==> config.mk <==
export PLATFORM = sky130hd
export DESIGN_NAME = snn_step_scheduler
export DESIGN_NICKNAME = d
export VERILOG_FILES = /design/src/rtl/snn_pkg.sv /design/src/rtl/snn_stim_fifo.sv /design/src/rtl/snn_step_scheduler.sv
export SDC_FILE = /design/constraint.sdc
export NUM_CORES = 1
export LEC_CHECK = 0
export BUFFER_PORTS_ARGS = -buffer_cell sky130_fd_sc_hd__buf_2
export CAP_MARGIN = 10
export CORE_ASPECT_RATIO = 0.5
export CORE_MARGIN = 2
export CORE_UTILIZATION = 45
export DETAILED_ROUTE_END_ITERATION = 16
export GPL_TIMING_DRIVEN = 0
export HOLD_SLACK_MARGIN = 0.1
export PLACE_DENSITY_LB_ADDON = 0.25
export SLEW_MARGIN = 20
export SYNTH_ARGS = -nofsm -noshare
export SYNTH_HDL_FRONTEND = slang
export SYNTH_SLANG_ARGS = --single-unit
export TNS_END_PERCENT = 1
==> constraint.sdc <==
create_clock -name clk -period 3 [get_ports clk]
set_input_delay 0.15 -clock clk [delete_from_list [all_inputs] [get_ports clk]]
set_output_delay 0.15 -clock clk [all_outputs]
set_load 0.02 [all_outputs]
==> src/rtl/snn_pkg.sv <==
// Shared types for the spiking-network step scheduler.
// Latency: n/a (types and constants only).
// Backpressure: n/a.
package snn_pkg;

    localparam int TA = 2;
    localparam int N  = 16;
    localparam int NW = $clog2(N);

    typedef struct packed {
        logic [TA-1:0] blk;
        logic [NW-1:0] nrn;
        logic          last;
    } stim_t;

    typedef enum logic [1:0] {
        IDLE,
        INJECT,
        STEP,
        SETTLE
    } sched_state_t;

endpackage

==> src/rtl/snn_stim_fifo.sv <==
// Synchronous FIFO of stimulus entries with flush.
// Latency: 1 cycle push-to-visible at dout; dout shows the head combinationally.
// Backpressure: push ignored when full, pop ignored when empty; flush wins over push.
module snn_stim_fifo
    import snn_pkg::*;
#(
    parameter int DEPTH = 16
) (
    input  logic  clk,
    input  logic  reset,
    input  logic  push,
    input  logic  pop,
    input  logic  flush,
    input  stim_t din,
    output logic  full,
    output logic  empty,
    output stim_t dout
);

    localparam int AW = $clog2(DEPTH);

    stim_t         mem [DEPTH];
    logic [AW:0]   wr_ptr;
    logic [AW:0]   rd_ptr;
    logic          do_push;
    logic          do_pop;

    // Extra pointer bit distinguishes full from empty when the indices match.
    assign empty   = (wr_ptr == rd_ptr);
    assign full    = (wr_ptr[AW] != rd_ptr[AW]) && (wr_ptr[AW-1:0] == rd_ptr[AW-1:0]);
    assign dout    = mem[rd_ptr[AW-1:0]];
    assign do_push = push && !full;
    assign do_pop  = pop && !empty;

    always_ff @(posedge clk or posedge reset) begin
        if (reset) begin
            wr_ptr <= '0;
            rd_ptr <= '0;
        end else if (flush) begin
            wr_ptr <= '0;
            rd_ptr <= '0;
        end else begin
            if (do_push) wr_ptr <= wr_ptr + 1'b1;
            if (do_pop)  rd_ptr <= rd_ptr + 1'b1;
        end
    end

    always_ff @(posedge clk) begin
        if (do_push && !flush) mem[wr_ptr[AW-1:0]] <= din;
    end

endmodule

==> src/rtl/snn_step_scheduler.sv <==
// Runs the network through num_steps time steps: replay stimulus, strobe time_step, await drain.
// Latency: FIFO pop to force_spike_en 1 cycle; last entry to time_step 2 cycles.
// Backpressure: stim_ready = !fifo_full; injection stalls while the FIFO is empty.
module snn_step_scheduler
    import snn_pkg::*;
#(
    parameter int FIFO_DEPTH    = 16,
    parameter int SETTLE_CYCLES = 64,
    parameter int STEP_W        = 16
) (
    input  logic              clk,
    input  logic              reset,
    input  logic              start,
    input  logic              abort,
    input  logic [STEP_W-1:0] num_steps,
    input  logic              stim_valid,
    output logic              stim_ready,
    input  logic [TA-1:0]     stim_block,
    input  logic [NW-1:0]     stim_neuron,
    input  logic              stim_last,
    input  logic              drain_done,
    output logic              force_spike_en,
    output logic [TA-1:0]     force_spike_block_select,
    output logic [NW-1:0]     force_spike_neuron_select,
    output logic              time_step,
    output logic              busy,
    output logic              done,
    output logic [STEP_W-1:0] step_count,
    output logic              timeout_err
);

    localparam int                CNT_W       = $clog2(SETTLE_CYCLES);
    localparam logic [CNT_W-1:0]  SETTLE_LAST = CNT_W'(SETTLE_CYCLES - 1);
    localparam logic [STEP_W-1:0] STEP_MAX    = '1;

    sched_state_t      state;
    logic [STEP_W-1:0] num_steps_q;
    logic [CNT_W-1:0]  settle_cnt;
    logic              fifo_full;
    logic              fifo_empty;
    logic              fifo_pop;
    stim_t             fifo_din;
    stim_t             fifo_dout;

    assign stim_ready = !fifo_full;
    assign fifo_din   = {stim_block, stim_neuron, stim_last};
    assign fifo_pop   = (state == INJECT) && !fifo_empty && !abort;
    assign busy       = (state != IDLE);

    snn_stim_fifo #(
        .DEPTH (FIFO_DEPTH)
    ) u_fifo (
        .clk   (clk),
        .reset (reset),
        .push  (stim_valid),
        .pop   (fifo_pop),
        .flush (abort),
        .din   (fifo_din),
        .full  (fifo_full),
        .empty (fifo_empty),
        .dout  (fifo_dout)
    );

    always_ff @(posedge clk or posedge reset) begin
        if (reset) begin
            state                     <= IDLE;
            num_steps_q               <= '0;
            settle_cnt                <= '0;
            force_spike_en            <= 1'b0;
            force_spike_block_select  <= '0;
            force_spike_neuron_select <= '0;
            time_step                 <= 1'b0;
            done                      <= 1'b0;
            step_count                <= '0;
            timeout_err               <= 1'b0;
        end else begin
            force_spike_en            <= 1'b0;
            force_spike_block_select  <= '0;
            force_spike_neuron_select <= '0;
            time_step                 <= 1'b0;
            done                      <= 1'b0;
            // Abort drops every strobe that would otherwise register on this edge.
            if (abort) begin
                state <= IDLE;
            end else begin
                case (state)
                    IDLE: begin
                        if (start) begin
                            step_count  <= '0;
                            timeout_err <= 1'b0;
                            num_steps_q <= num_steps;
                            if (num_steps == '0) done  <= 1'b1;
                            else                 state <= INJECT;
                        end
                    end
                    INJECT: begin
                        if (fifo_pop) begin
                            force_spike_en            <= 1'b1;
                            force_spike_block_select  <= fifo_dout.blk;
                            force_spike_neuron_select <= fifo_dout.nrn;
                            if (fifo_dout.last) state <= STEP;
                        end
                    end
                    STEP: begin
                        time_step  <= 1'b1;
                        settle_cnt <= '0;
                        if (step_count != STEP_MAX) step_count <= step_count + 1'b1;
                        state      <= SETTLE;
                    end
                    SETTLE: begin
                        if (drain_done || (settle_cnt == SETTLE_LAST)) begin
                            if (!drain_done) timeout_err <= 1'b1;
                            if (step_count == num_steps_q) begin
                                state <= IDLE;
                                done  <= 1'b1;
                            end else begin
                                state <= INJECT;
                            end
                        end else begin
                            settle_cnt <= settle_cnt + 1'b1;
                        end
                    end
                    default: state <= IDLE;
                endcase
            end
        end
    end

endmodule

==> impl_metrics.prom <==
# TYPE chip_impl_metric gauge
chip_impl_metric{name="netlist-cell-type-count",unit=""} 47
chip_impl_metric{name="critical_path_peak_fanout",unit=""} 10
chip_impl_metric{name="clkSinkCount",unit=""} 172
chip_impl_metric{name="met3_usage",unit="%"} 3.94
chip_impl_metric{name="post-route-period-util",unit="%"} 87.8
chip_impl_info{name="worstReg2RegStart",value="u_fifo.wr_ptr[2]"} 1
chip_impl_metric{name="slew_headroom",unit="%"} 40.7
chip_impl_metric{name="timing.final.ws_setup",unit="ns"} 0.365
chip_impl_metric{name="worst_max_slew_pin_slew",unit="ns"} 0.886
chip_impl_metric{name="power.clock.fraction",unit="%"} 35.5
chip_impl_metric{name="detailedPlace.worstSlack",unit="ns"} 0.306
chip_impl_metric{name="reg2reg_depth",unit=""} 6
chip_impl_info{name="outcome",value="finished clean"} 1
chip_impl_metric{name="cts_buffer_count",unit=""} 17
chip_impl_metric{name="drive_gt1_share",unit="%"} 24.8
chip_impl_info{name="top_usage_layer",value="met2"} 1
chip_impl_metric{name="syn_area",unit="um2"} 7520
chip_impl_metric{name="grt_pass1_vias",unit=""} 4335
chip_impl_metric{name="io-pin-count",unit=""} 57
chip_impl_metric{name="drt_pre_antenna_iters",unit=""} 4
chip_impl_metric{name="ys.warnings.count",unit=""} 0
chip_impl_metric{name="layout_min_cycle_time",unit="ns"} 2.63
chip_impl_metric{name="post_cts.resized_instances",unit=""} 0
chip_impl_metric{name="antenna_found_initial",unit=""} 0
chip_impl_metric{name="drt.antenna.violating_nets",unit=""} 0
chip_impl_metric{name="dieArea",unit="um2"} 17800
chip_impl_metric{name="start_util",unit="%"} 46.0
chip_impl_metric{name="numPortBuffers",unit=""} 56
chip_impl_info{name="critical_path.reg2reg.endpoint",value="u_fifo.mem[7][0]"} 1
chip_impl_metric{name="synth.ff_latch_count",unit=""} 172
chip_impl_metric{name="worst_skew_pair.late_latency",unit="ns"} 0.44
chip_impl_info{name="worstHoldEndpoint",value="u_fifo.mem[3][3]"} 1
chip_impl_metric{name="maxCapViolations",unit=""} 0
chip_impl_info{name="crit_path_end_kind",value="flip-flop"} 1
chip_impl_metric{name="syn-mean-instance-area",unit="um2"} 15.0
chip_impl_metric{name="area_growth_synth_to_finish",unit="%"} 18.9
chip_impl_info{name="critical_path.startpoint_type",value="flip-flop"} 1
chip_impl_metric{name="global_route.usage.met2",unit="%"} 30.5
chip_impl_info{name="min_from",value="stim_neuron[2]"} 1
chip_impl_metric{name="fp.dieH",unit="um"} 95.4
chip_impl_metric{name="power_per_cell_area",unit="nW/um2"} 682
chip_impl_metric{name="grt_pass1_wl",unit="um"} 24200
chip_impl_metric{name="max-vdd-ir-drop",unit="mV"} 0.405
chip_impl_metric{name="gr-usage-all-layers",unit="%"} 18.3
chip_impl_metric{name="multiInputGateArea",unit="um2"} 2530
chip_impl_info{name="timing.setup.critical_path_class",value="reg -> reg"} 1
chip_impl_metric{name="detail_route.wirelength",unit="um"} 15300
chip_impl_metric{name="worst_ep_required_time",unit="ns"} 3.06
chip_impl_metric{name="filler_cell_count",unit=""} 1319
chip_impl_metric{name="post-cts-setup-buffers",unit=""} 0
chip_impl_metric{name="timing_hold_violations_final",unit=""} 0
chip_impl_metric{name="dr_total_vias",unit=""} 4394
chip_impl_metric{name="dp_hpwl",unit="um"} 10500
chip_impl_metric{name="ctsLongestPathBuffers",unit=""} 2
chip_impl_metric{name="htree_levels",unit=""} 4
chip_impl_metric{name="std_cell_rows",unit=""} 33
chip_impl_metric{name="power.static_leakage",unit="nW"} 3.35
chip_impl_info{name="holdCritPathClass",value="in -> reg"} 1
chip_impl_metric{name="antenna_cells_inserted",unit=""} 0
chip_impl_info{name="ctsRootBufferMaster",value="sky130_fd_sc_hd__clkbuf_16"} 1
chip_impl_metric{name="cts.hold.buffers_added",unit=""} 23
chip_impl_metric{name="maxClockFrequency",unit="GHz"} 0.380
chip_impl_metric{name="clk_pin_slew",unit="ns"} 0.08
chip_impl_metric{name="chipWidth",unit="um"} 187
chip_impl_metric{name="drt_iter0_drc",unit=""} 322
chip_impl_metric{name="drc_errors",unit=""} 0
chip_impl_metric{name="core_region_area",unit="um2"} 16400
chip_impl_metric{name="syn-num-nets",unit=""} 541
chip_impl_metric{name="fin_skew",unit="ns"} 0.0192
chip_impl_metric{name="switching_share",unit="%"} 28.8
chip_impl_metric{name="overflow",unit=""} 0
chip_impl_metric{name="groute.layer.met1.usage",unit="%"} 24.7
chip_impl_metric{name="regArea",unit="um2"} 4860
chip_impl_metric{name="synth.yosys.seq_area_share",unit="%"} 64.7
chip_impl_metric{name="reg_to_reg_setup_timing_slack",unit="ns"} 0.37
chip_impl_metric{name="power_frac_comb",unit="%"} 17.9
chip_impl_metric{name="gp_congestion",unit=""} 0.843
chip_impl_metric{name="worst_hold_path.num_cells",unit=""} 1
chip_impl_metric{name="aggregate_negative_setup_slack",unit="ns"} 0
chip_impl_metric{name="layout_net_count",unit=""} 640
chip_impl_metric{name="post_drt_wl_per_cell",unit="um"} 18.2
chip_impl_metric{name="maximum_number_of_pins_on_one_net_before_global_route_repair",unit=""} 55
chip_impl_metric{name="cell_internal_pwr",unit="mW"} 4.34
chip_impl_metric{name="switchingPower",unit="mW"} 1.76
chip_impl_metric{name="cp_data_arrival_time",unit="ns"} 2.69
chip_impl_info{name="cts_tree",value="built"} 1
chip_impl_metric{name="post_drt_via_cell_ratio",unit=""} 5.23
chip_impl_info{name="rsz0062_at_grt",value="no"} 1
chip_impl_metric{name="timing_max_transition_violations_final",unit=""} 0
chip_impl_metric{name="final-setup-viol-count",unit=""} 0
chip_impl_metric{name="syn-instance-count",unit=""} 501
chip_impl_metric{name="sequential_group_share_of_total_power",unit="%"} 46.6
-- power groups by stage --
stage                     logic [mW]  registers [mW]  clock network [mW]
final                           1.09            2.84                2.16
after global routing            1.20            2.86                2.30
after CTS                       1.10            2.84                2.20
after detailed placement        1.07            2.89                   0
after global placement          1.05            2.88                   0
after floorplan                0.777            2.88                   0
-- worst max-delay path by stage --
stage	from	end	cells after the start
floorplan	state[0]	step_count[14]	9
global placement	u_fifo.wr_ptr[2]	u_fifo.mem[7][5]	6
detailed placement	u_fifo.wr_ptr[2]	u_fifo.mem[7][5]	6
CTS	u_fifo.wr_ptr[2]	u_fifo.mem[7][3]	6
global route	u_fifo.wr_ptr[2]	u_fifo.mem[7][0]	6
finish	u_fifo.wr_ptr[2]	u_fifo.mem[7][0]	6
-- placed cells by master (no fill, tap or decap), types with 2 or more instances in the layout --
cell type and instances:
sky130_fd_sc_hd__nand2_1 28, sky130_fd_sc_hd__xnor2_1 20, sky130_fd_sc_hd__ha_1 11, sky130_fd_sc_hd__and2_1 5, sky130_fd_sc_hd__mux2i_1 6, sky130_fd_sc_hd__inv_6 4, sky130_fd_sc_hd__clkbuf_16 17, sky130_fd_sc_hd__nor4_1 7
sky130_fd_sc_hd__o21bai_1 2, sky130_fd_sc_hd__and3_1 9, sky130_fd_sc_hd__dfrtp_1 60, sky130_fd_sc_hd__nand2b_1 5, sky130_fd_sc_hd__inv_8 4, sky130_fd_sc_hd__nand4_1 12, sky130_fd_sc_hd__a21oi_1 6, sky130_fd_sc_hd__nor3_1 6
sky130_fd_sc_hd__nand3b_1 3, sky130_fd_sc_hd__mux4_2 32, sky130_fd_sc_hd__clkinv_8 4, sky130_fd_sc_hd__buf_2 59, sky130_fd_sc_hd__a32o_1 3, sky130_fd_sc_hd__xor2_1 23, sky130_fd_sc_hd__a21o_1 2, sky130_fd_sc_hd__inv_1 8
sky130_fd_sc_hd__nor2_1 51, sky130_fd_sc_hd__edfxtp_1 112, sky130_fd_sc_hd__nor2b_1 5, sky130_fd_sc_hd__nand3_1 14, sky130_fd_sc_hd__dlygate4sd3_1 23, sky130_fd_sc_hd__o21ai_0 12, sky130_fd_sc_hd__a22o_1 4, sky130_fd_sc_hd__mux2_2 17
sky130_fd_sc_hd__buf_6 2, sky130_fd_sc_hd__clkbuf_1 13
-- synth_stat cells, drive strengths merged --
| cell | number | area (um2) |
|---|---|---|
| a2111oi | 1 | 8.76 |
| a21boi | 2 | 18.8 |
| a21o | 2 | 15.0 |
| a21oi | 6 | 30.0 |
| a22o | 4 | 35.0 |
| a22oi | 1 | 7.51 |
| a311oi | 1 | 15.0 |
| a31o | 1 | 8.76 |
| a31oi | 1 | 6.26 |
| a32o | 3 | 30.0 |
| a32oi | 1 | 8.76 |
| and2 | 5 | 31.3 |
| and3 | 9 | 56.3 |
| buf | 7 | 48.8 |
| clkbuf | 13 | 48.8 |
| dfrtp | 60 | 1500 |
| edfxtp | 112 | 3360 |
| ha | 11 | 138 |
| inv | 9 | 33.8 |
| mux2 | 17 | 191 |
| mux2i | 6 | 60.1 |
| mux4 | 32 | 721 |
| nand2 | 28 | 105 |
| nand2b | 5 | 31.3 |
| nand3 | 15 | 80.1 |
| nand3b | 3 | 22.5 |
| nand4 | 12 | 75.1 |
| nor2 | 51 | 191 |
| nor2b | 5 | 31.3 |
| nor3 | 7 | 35.0 |
| nor3b | 1 | 7.51 |
| nor4 | 9 | 77.6 |
| o21ai | 12 | 60.1 |
| o21bai | 2 | 15.0 |
| o221ai | 1 | 8.76 |
| o2bb2ai | 1 | 8.76 |
| or2 | 1 | 6.26 |
| or4 | 1 | 7.51 |
| xnor2 | 20 | 175 |
| xor2 | 23 | 201 |
-- state kept, by name, summed over array words and instances (netlist names), 2 cells and up --
register,cells
settle_cnt,6
num_steps_q,16
step_count,16
force_spike_neuron_select,4
force_spike_block_select,2
u_fifo.wr_ptr,5
u_fifo.rd_ptr,5
u_fifo.mem,112
state,2
-- through the flow --
stage | hold WS (ns) | total power [mW] | instances | instance area (um2) | util, %
floorplan | 0.223 | 3.65 | 501 | 7520 | -
global placement | 0.400 | 3.93 | 784 | 8080 | 49.4
detailed placement | 0.0442 | 3.96 | 785 | 8110 | 49.6
CTS | 0.106 | 6.14 | 840 | 8930 | 54.6
global route | 0.110 | 6.36 | 840 | 8940 | 54.7
finish | 0.111 | 6.09 | 840 | 8940 | 54.7
-- layout make-up --
class,count,share of cell area (%)
repair buffers,80,6.02
plain buffers,20,1.09
flip-flops and latches,172,54.4
well taps,227,3.18
clock inverters,15,1.86
multi-input cells,300,28.3
inverters,9,0.406
clock buffers,17,4.76
-- metal layers --
layer,routed length (um),vias up,share of wire (%)
met5,0,-,0
met4,218,0,1.4
met3,598,16,3.9
met2,7350,92,48
met1,7140,2208,47
li1,-,2078,-
-- critical path, cell delays in order, from the launching register on --
cell                       delay [ns]
sky130_fd_sc_hd__dfrtp_1         0.32
sky130_fd_sc_hd__clkbuf_1        0.31
sky130_fd_sc_hd__xor2_1          0.22
sky130_fd_sc_hd__nor4_2          0.09
sky130_fd_sc_hd__a21boi_2        0.39
sky130_fd_sc_hd__nand3b_1        0.25
sky130_fd_sc_hd__nor2_1          0.69
-- logic make-up after synthesis --
kind of cell	Yosys count	share of synthesized area [%]
AO/OA/AOI/OAI	39	3.68
XOR/XNOR	43	5.01
adder cells (fa/ha/maj)	11	1.83
multiplexers	55	12.9
buffers and inverters	29	1.75
AND/OR/NAND/NOR	152	10.1
flip-flops	172	64.7
Power figures use the tool's default switching activity.
